## config.mk

```make
export PLATFORM = sky130hd
export DESIGN_NAME = axis_upsize_pkt
export DESIGN_NICKNAME = d
export VERILOG_FILES = /design/src/rtl/axis_upsize_pkt.sv
export SDC_FILE = /design/constraint.sdc
export NUM_CORES = 1
export LEC_CHECK = 0
export ABC_AREA = 1
export BUFFER_PORTS_ARGS = -buffer_cell sky130_fd_sc_hd__buf_2
export CORE_MARGIN = 2
export CORE_UTILIZATION = 35
export DETAILED_ROUTE_END_ITERATION = 12
export REMOVE_ABC_BUFFERS = 1
export SYNTH_ARGS = -nofsm -noshare
export SYNTH_HDL_FRONTEND = slang
export SYNTH_SLANG_ARGS = --single-unit
```

## constraint.sdc

```tcl
create_clock -name aclk -period 3.55 [get_ports aclk]
set_input_delay 0.1775 -clock aclk [delete_from_list [all_inputs] [get_ports aclk]]
set_output_delay 0.1775 -clock aclk [all_outputs]
set_load 0.02 [all_outputs]
```

## src/rtl/axis_upsize_pkt.sv

```systemverilog
// axis_upsize_pkt
//   Packet-aware AXI-Stream width upsizer. It packs RATIO consecutive WIDTH-bit
//   input beats into one WIDTH*RATIO-bit output word, little-endian: the first
//   beat lands in the low slot. When s_axis_tlast arrives, a short final word is
//   flushed with its unused upper slots zero-filled. The output stage is
//   registered and accepts one input beat per cycle.
//
//   Optional feature: define AXIS_UPSIZE_TKEEP_EN to add the m_axis_tkeep port.
//
//   Ports
//     aclk, aresetn         clock (rising edge), asynchronous active-low reset
//     s_axis_tvalid/tready  input beat handshake
//     s_axis_tdata/tlast    input beat data, end-of-packet marker
//     m_axis_tvalid/tready  output word handshake
//     m_axis_tdata/tlast    packed output word, end-of-packet marker
//     m_axis_tkeep          byte-valid mask (only with AXIS_UPSIZE_TKEEP_EN)
//     slot_cnt              number of accumulator slots currently filled
module axis_upsize_pkt #(
  parameter  int unsigned WIDTH = 32,
  parameter  int unsigned RATIO = 2,
  localparam int unsigned CW    = $clog2(RATIO),
  localparam int unsigned OW    = WIDTH * RATIO
) (
  input  logic                 aclk,
  input  logic                 aresetn,
  input  logic                 s_axis_tvalid,
  output logic                 s_axis_tready,
  input  logic [WIDTH-1:0]     s_axis_tdata,
  input  logic                 s_axis_tlast,
  output logic                 m_axis_tvalid,
  input  logic                 m_axis_tready,
  output logic [OW-1:0]        m_axis_tdata,
  output logic                 m_axis_tlast,
`ifdef AXIS_UPSIZE_TKEEP_EN
  output logic [OW/8-1:0]      m_axis_tkeep,
`endif
  output logic [CW-1:0]        slot_cnt
);

  logic [(RATIO-1)*WIDTH-1:0] acc_q, acc_d;
  logic [CW-1:0]              cnt_q, cnt_d;
  logic                       tvalid_q, tvalid_d;
  logic [OW-1:0]              tdata_q, tdata_d;
  logic                       tlast_q, tlast_d;
`ifdef AXIS_UPSIZE_TKEEP_EN
  logic [OW/8-1:0]            tkeep_q, tkeep_d;
`endif

  // Accumulator padded by one zero slot, so the output loop can index every slot uniformly.
  logic [OW-1:0] acc_ext;
  logic          s_hs;
  logic          fin;

  assign acc_ext       = {{WIDTH{1'b0}}, acc_q};
  assign s_axis_tready = !tvalid_q || m_axis_tready;
  assign s_hs          = s_axis_tvalid && s_axis_tready;
  assign fin           = (cnt_q == CW'(RATIO - 1)) || s_axis_tlast;

  always_comb begin
    acc_d    = acc_q;
    cnt_d    = cnt_q;
    tvalid_d = tvalid_q;
    tdata_d  = tdata_q;
    tlast_d  = tlast_q;
`ifdef AXIS_UPSIZE_TKEEP_EN
    tkeep_d  = tkeep_q;
`endif

    if (tvalid_q && m_axis_tready) begin
      tvalid_d = 1'b0;
    end

    if (s_hs) begin
      if (fin) begin
        // A final beat accepted while the current word drains reloads the
        // register directly, so back-to-back words have no bubble.
        for (int unsigned i = 0; i < RATIO; i++) begin
          if (CW'(i) < cnt_q) begin
            tdata_d[i*WIDTH +: WIDTH] = acc_ext[i*WIDTH +: WIDTH];
          end else if (CW'(i) == cnt_q) begin
            tdata_d[i*WIDTH +: WIDTH] = s_axis_tdata;
          end else begin
            tdata_d[i*WIDTH +: WIDTH] = '0;
          end
`ifdef AXIS_UPSIZE_TKEEP_EN
          if (CW'(i) <= cnt_q) begin
            tkeep_d[i*(WIDTH/8) +: WIDTH/8] = '1;
          end else begin
            tkeep_d[i*(WIDTH/8) +: WIDTH/8] = '0;
          end
`endif
        end
        tlast_d  = s_axis_tlast;
        tvalid_d = 1'b1;
        cnt_d    = '0;
      end else begin
        for (int unsigned i = 0; i < RATIO - 1; i++) begin
          if (CW'(i) == cnt_q) begin
            acc_d[i*WIDTH +: WIDTH] = s_axis_tdata;
          end
        end
        cnt_d = cnt_q + 1'b1;
      end
    end
  end

  always_ff @(posedge aclk or negedge aresetn) begin
    if (!aresetn) begin
      acc_q    <= '0;
      cnt_q    <= '0;
      tvalid_q <= 1'b0;
      tdata_q  <= '0;
      tlast_q  <= 1'b0;
`ifdef AXIS_UPSIZE_TKEEP_EN
      tkeep_q  <= '0;
`endif
    end else begin
      acc_q    <= acc_d;
      cnt_q    <= cnt_d;
      tvalid_q <= tvalid_d;
      tdata_q  <= tdata_d;
      tlast_q  <= tlast_d;
`ifdef AXIS_UPSIZE_TKEEP_EN
      tkeep_q  <= tkeep_d;
`endif
    end
  end

  assign m_axis_tvalid = tvalid_q;
  assign m_axis_tdata  = tdata_q;
  assign m_axis_tlast  = tlast_q;
`ifdef AXIS_UPSIZE_TKEEP_EN
  assign m_axis_tkeep  = tkeep_q;
`endif
  assign slot_cnt      = cnt_q;

endmodule
```

[After elaboration in Yosys (flattened, before gate mapping)]
Cells that the tools add are included.
Cells by class
  add/subtract/negate cells: 1
  reduce and logical (&&, ||, !) cells: 7
  magnitude comparators: 2
  muxes and demuxes: 8
  bitwise gates (word level): 2
Operator list (count)
  $mux 32: 4
  $mux 1: 4
  $reduce_and 3->1: 1
  $logic_and 1x1->1: 2
  $logic_or 1x1->1: 2
  $lt 1x1->1 const A: 2
  $not 1->1: 2
  $reduce_and 2->1: 1
  $add 1x1->1 const B: 1
  $logic_not 1->1: 1
Storage, ports and cells
  logic and storage cells: 25
  output and inout port bits: 68
  register bits: 99
  input bits: 37

[Depth between registers and ports, before layout]
  depth in word-level cells: 4
  mapped depth: 7
  gate-level depth less buffers: 5

[Worst setup path after synthesis]
OpenSTA, ideal clock, no wires.
  kind: reg2reg
  from: register cnt_q, in the netlist slot_cnt
  to: register tdata_q[26], in the netlist m_axis_tdata[26]
  clock period less this slack: 1.337 ns
  slack: 2.213 ns
  required time: 3.432 ns
  stages on the path, launching flop included: 8
  data arrival time: 1.219 ns
  buffers on the path: 2
  cells stage by stage: dfrtp_1 -> inv_2 -> nand2_2 -> nand3_1 -> buf_4 -> buf_2 -> nand2_1 -> nand2_1
On the way
  word-level cells in the longest chain between the ends: 2
Ends and longest elaborated chain
  start: declaration: line 41  | logic [CW-1:0] cnt_q, cnt_d;
  start signal: assignment: line 119  | cnt_q <= cnt_d;
  $mux 32, or another cell as far along: line 80  | end else if (CW'(i) == cnt_q) begin
  $mux 32 or $reduce_and 2->1 (tied branches)
  end signal: assignment: line 121  | tdata_q <= tdata_d;
  end: declaration: line 43  | logic [OW-1:0] tdata_q, tdata_d;
Several ways; a longest one is shown, not always the timed one.
A chain may end at the register's enable or synchronous reset.

[Final worst setup path]
  from: register tvalid_q, in the netlist m_axis_tvalid
  to: register acc_q[11]
On the way
  word-level cells in the longest chain between the ends: 4
Ends and longest elaborated chain
  start: declaration: line 42  | logic tvalid_q, tvalid_d;
  start signal: assignment: line 120  | tvalid_q <= tvalid_d;
  $logic_not 1->1: line 55  | assign s_axis_tready = !tvalid_q || m_axis_tready;
  $logic_or 1x1->1: line 55
  $logic_and 1x1->1: line 56  | assign s_hs = s_axis_tvalid && s_axis_tready;
  $reduce_and 3->1 (no source line)
  end signal: assignment: line 109  | acc_q <= '0;
  end signal: assignment: line 118  | acc_q <= acc_d;
  end: declaration: line 40  | logic [(RATIO-1)*WIDTH-1:0] acc_q, acc_d;
Every way passes these cells.

==> key figures <==
Worst setup path
  – Critical Path RT: 3.77 ns
  – Critical path class: reg2reg
  – Reg2Reg Launch Point: m_axis_tvalid
  – Crit path DAT: 2.47 ns
  – Startpoint type of the worst setup path: register
  – R2R depth: 5
  – CP Max Fanout: 67
  – Worst Setup End Kind: register
  – Worst R2R Setup Slack: 1.30 ns
  – Worst r2r dst: acc_q[11]

Place
  – Cell Count Post-Placement: 779
  – Pre-CTS WS: 1.27 ns
  – Final GP Congestion: 0.726
  – Port-buffer cells: 104
  – DP HPWL: 6950 µm

STA
  – Peak Freq: 445 MHz
  – Period utilisation layout: 0.634
  – Slew headroom: 0.393
  – Smallest hold slack: 0.123 ns
  – Final Hold Vio Count: 0
  – Crit path time final: 2.25 ns
  – Unrepaired setup endpoints after global routing: no
  – Final setup violation count: 0
  – Post-route setup TNS: 0 ns
  – Max-slew violation count: 0
  – Worst Tran Pin Value: 0.908 ns
  – Final setup margin: 1.30 ns
  – Clk_skew: 0.00845 ns

Logic synthesis
  – Post-Synth Adder-Cell Area: 0
  – Cell taking the most area after synthesis: dfrtp_1
  – Post-Syn Area: 4380 µm²
  – Mux cell area share after synthesis: 0
  – Synth area leaders: dfrtp_1 (57%), nand2_1 (25%), nand4_1 (9.1%)
  – Compound-cell area share of the yosys netlist: 0.00314
  – Yosys top cell area share: 0.566
  – Synth Warn #: 0
  – Unique masters post-synth: 14
  – Post-Synth Simple-Gate Area: 0.385
  – Post-Synthesis Cells: 541
  – Seq cells post-synth: 99
  – Avg Inst Size Synth: 8.09 µm²
  – Post-synthesis sequential area ratio: 0.566
  – Synth Area in XOR/XNOR: 0
  – Main combinational cell family by area after synthesis: simple AND/OR/NAND/NOR gates

Global route
  – Vias in the first global route: 3,733
  – Overflow after GRT: 0
  – First-pass GRT wire length: 19,200 µm
  – Gr usage total: 0.181
  – Initial antenna violation count: 0
  – Largest net degree at the start of global routing: 68

Detailed routing
  – Drt via density: 4.83
  – WL/cell: 14.4 µm
  – Via count: 3,837
  – Drt first pass iters: 4
  – Drt initial violations: 302
  – Remaining antenna violation count after routing: 0
  – Final WL: 11,500 µm
  – DRC: 0

CTS
  – Post_cts resized: 0
  – Post-CTS Setup Repair Bufs: 0
  – Clk buf depth: 2
  – Worst-Skew Late Latency: 0.34 ns
  – Clock Tree Root: clkbuf_16
  – CTS tree: yes
  – Hold_buf cts: 1
  – Clk sink count: 99
  – Clock transition at path regs: 0.06 ns
  – TritonCTS Buffers: 9
  – H-tree depth: 3

Floorplanning
  – Chip height: 116 µm
  – Starting Density: 0.361
  – Core Area: 12,100 µm²
  – Io pins: 105
  – Die Wd: 116 µm
  – Num rows: 40
  – Die area: 13,400 µm²

Final layout
  – Fill count: 1,274
  – Diode count: 0
  – Post-synthesis to final-layout area growth: 21.8%
  – Share of cells above drive strength 1: 0.215
  – Non-filler instance count after layout: 795
  – Commonest non-fill, non-tap cell in the layout: nand2_1
  – End-of-flow core utilization: 0.440
  – Fin nets: 660
  – Leading cell types in the layout, fill and taps excluded: nand2_1 (292), buf_2 (103), dfrtp_1 (98)

Power and ir drop
  – Maximum vdd drop: 239 µV
  – Leak: 3.04 nW
  – Power density over cell area: 690 nW/µm²

Run
  – Maxcap violations: 0

Outcome
  – Status: finished clean

Min path
  – Hold EP: m_axis_tdata[48]
  – WHS Path Cells: 3
  – Min-delay src: s_axis_tdata[16]
  – Class of the worst hold path: in2reg
## sequential cells by signal, summed over array words and instances (netlist names)
register       count
m_axis_tvalid      1
m_axis_tdata      64
slot_cnt           1
acc_q             32
m_axis_tlast       1
## power by group
group	switching (mW)	internal, mW
logic	0.746	0.340
registers	0.161	1.43
clock network	0.398	0.599
total	1.31	2.37
## cell families (layout without fill, tap and decap cells)
kind of cell | count (synthesis) | in the layout
DFF | 99 | 99
and+or+nand+nor | 393 | 393
buffers and inverters | 47 | 133
AOI/OAI and AO/OA | 2 | 2
## per-stage QoR
stage,power (mW),instance area (µm²)
after floorplan,2.27,4190
after global placement,2.69,5020
after detailed placement,2.71,5020
after CTS,3.73,5330
after global routing,3.92,5330
final,3.68,5330
## cell usage after synthesis
master and count:
o21ai_0 1, buf_2 18, clkbuf_1 21, nand3_1 34, buf_4 1, inv_1 3
nor2_2 1, nand2_1 293, nand2_2 1, nand4_1 64, dfrtp_1 99, inv_2 1
buf_1 3, a21oi_2 1
## routing by layer
layer | up-vias | wire length [µm] | track usage
li1 | 1925 | - | -
met1 | 1806 | 5510 | 0.259
met2 | 94 | 5280 | 0.282
met3 | 12 | 503 | 0.0251
met4 | 0 | 164 | 0.0667
met5 | - | 0 | 0
## worst max-delay path: stages, from the launching register on
cell and delay (ns):
dfrtp_1 0.43, nand2_2 0.10, buf_4 0.54, nand3_2 0.73, nand2_1 0.24, nand2_1 0.07
## worst max-delay path by stage
stage / slack (ns) / startpoint / endpoint / cells after the start
2_1_floorplan: -0.51 / slot_cnt / m_axis_tdata[0] / 5
3_3_place_gp: 1.29 / m_axis_tvalid / acc_q[17] / 5
3_5_place_dp: 1.27 / m_axis_tvalid / acc_q[11] / 5
4_1_cts: 1.27 / m_axis_tvalid / acc_q[11] / 5
5_1_grt: 1.03 / m_axis_tvalid / acc_q[8] / 5
6_report: 1.30 / m_axis_tvalid / acc_q[11] / 5
## area by class of cell
class | instances | area [µm²] | area share
clock buffer | 13 | 270 | 0.0507
clock inverter | 2 | 35.0 | 0.00657
multi-input combinational | 395 | 1720 | 0.323
inverter | 4 | 15.0 | 0.00282
sequential | 99 | 2480 | 0.465
tap | 168 | 210 | 0.0394
timing repair buffer | 114 | 601 | 0.113
Power figures use the tool's default switching activity.
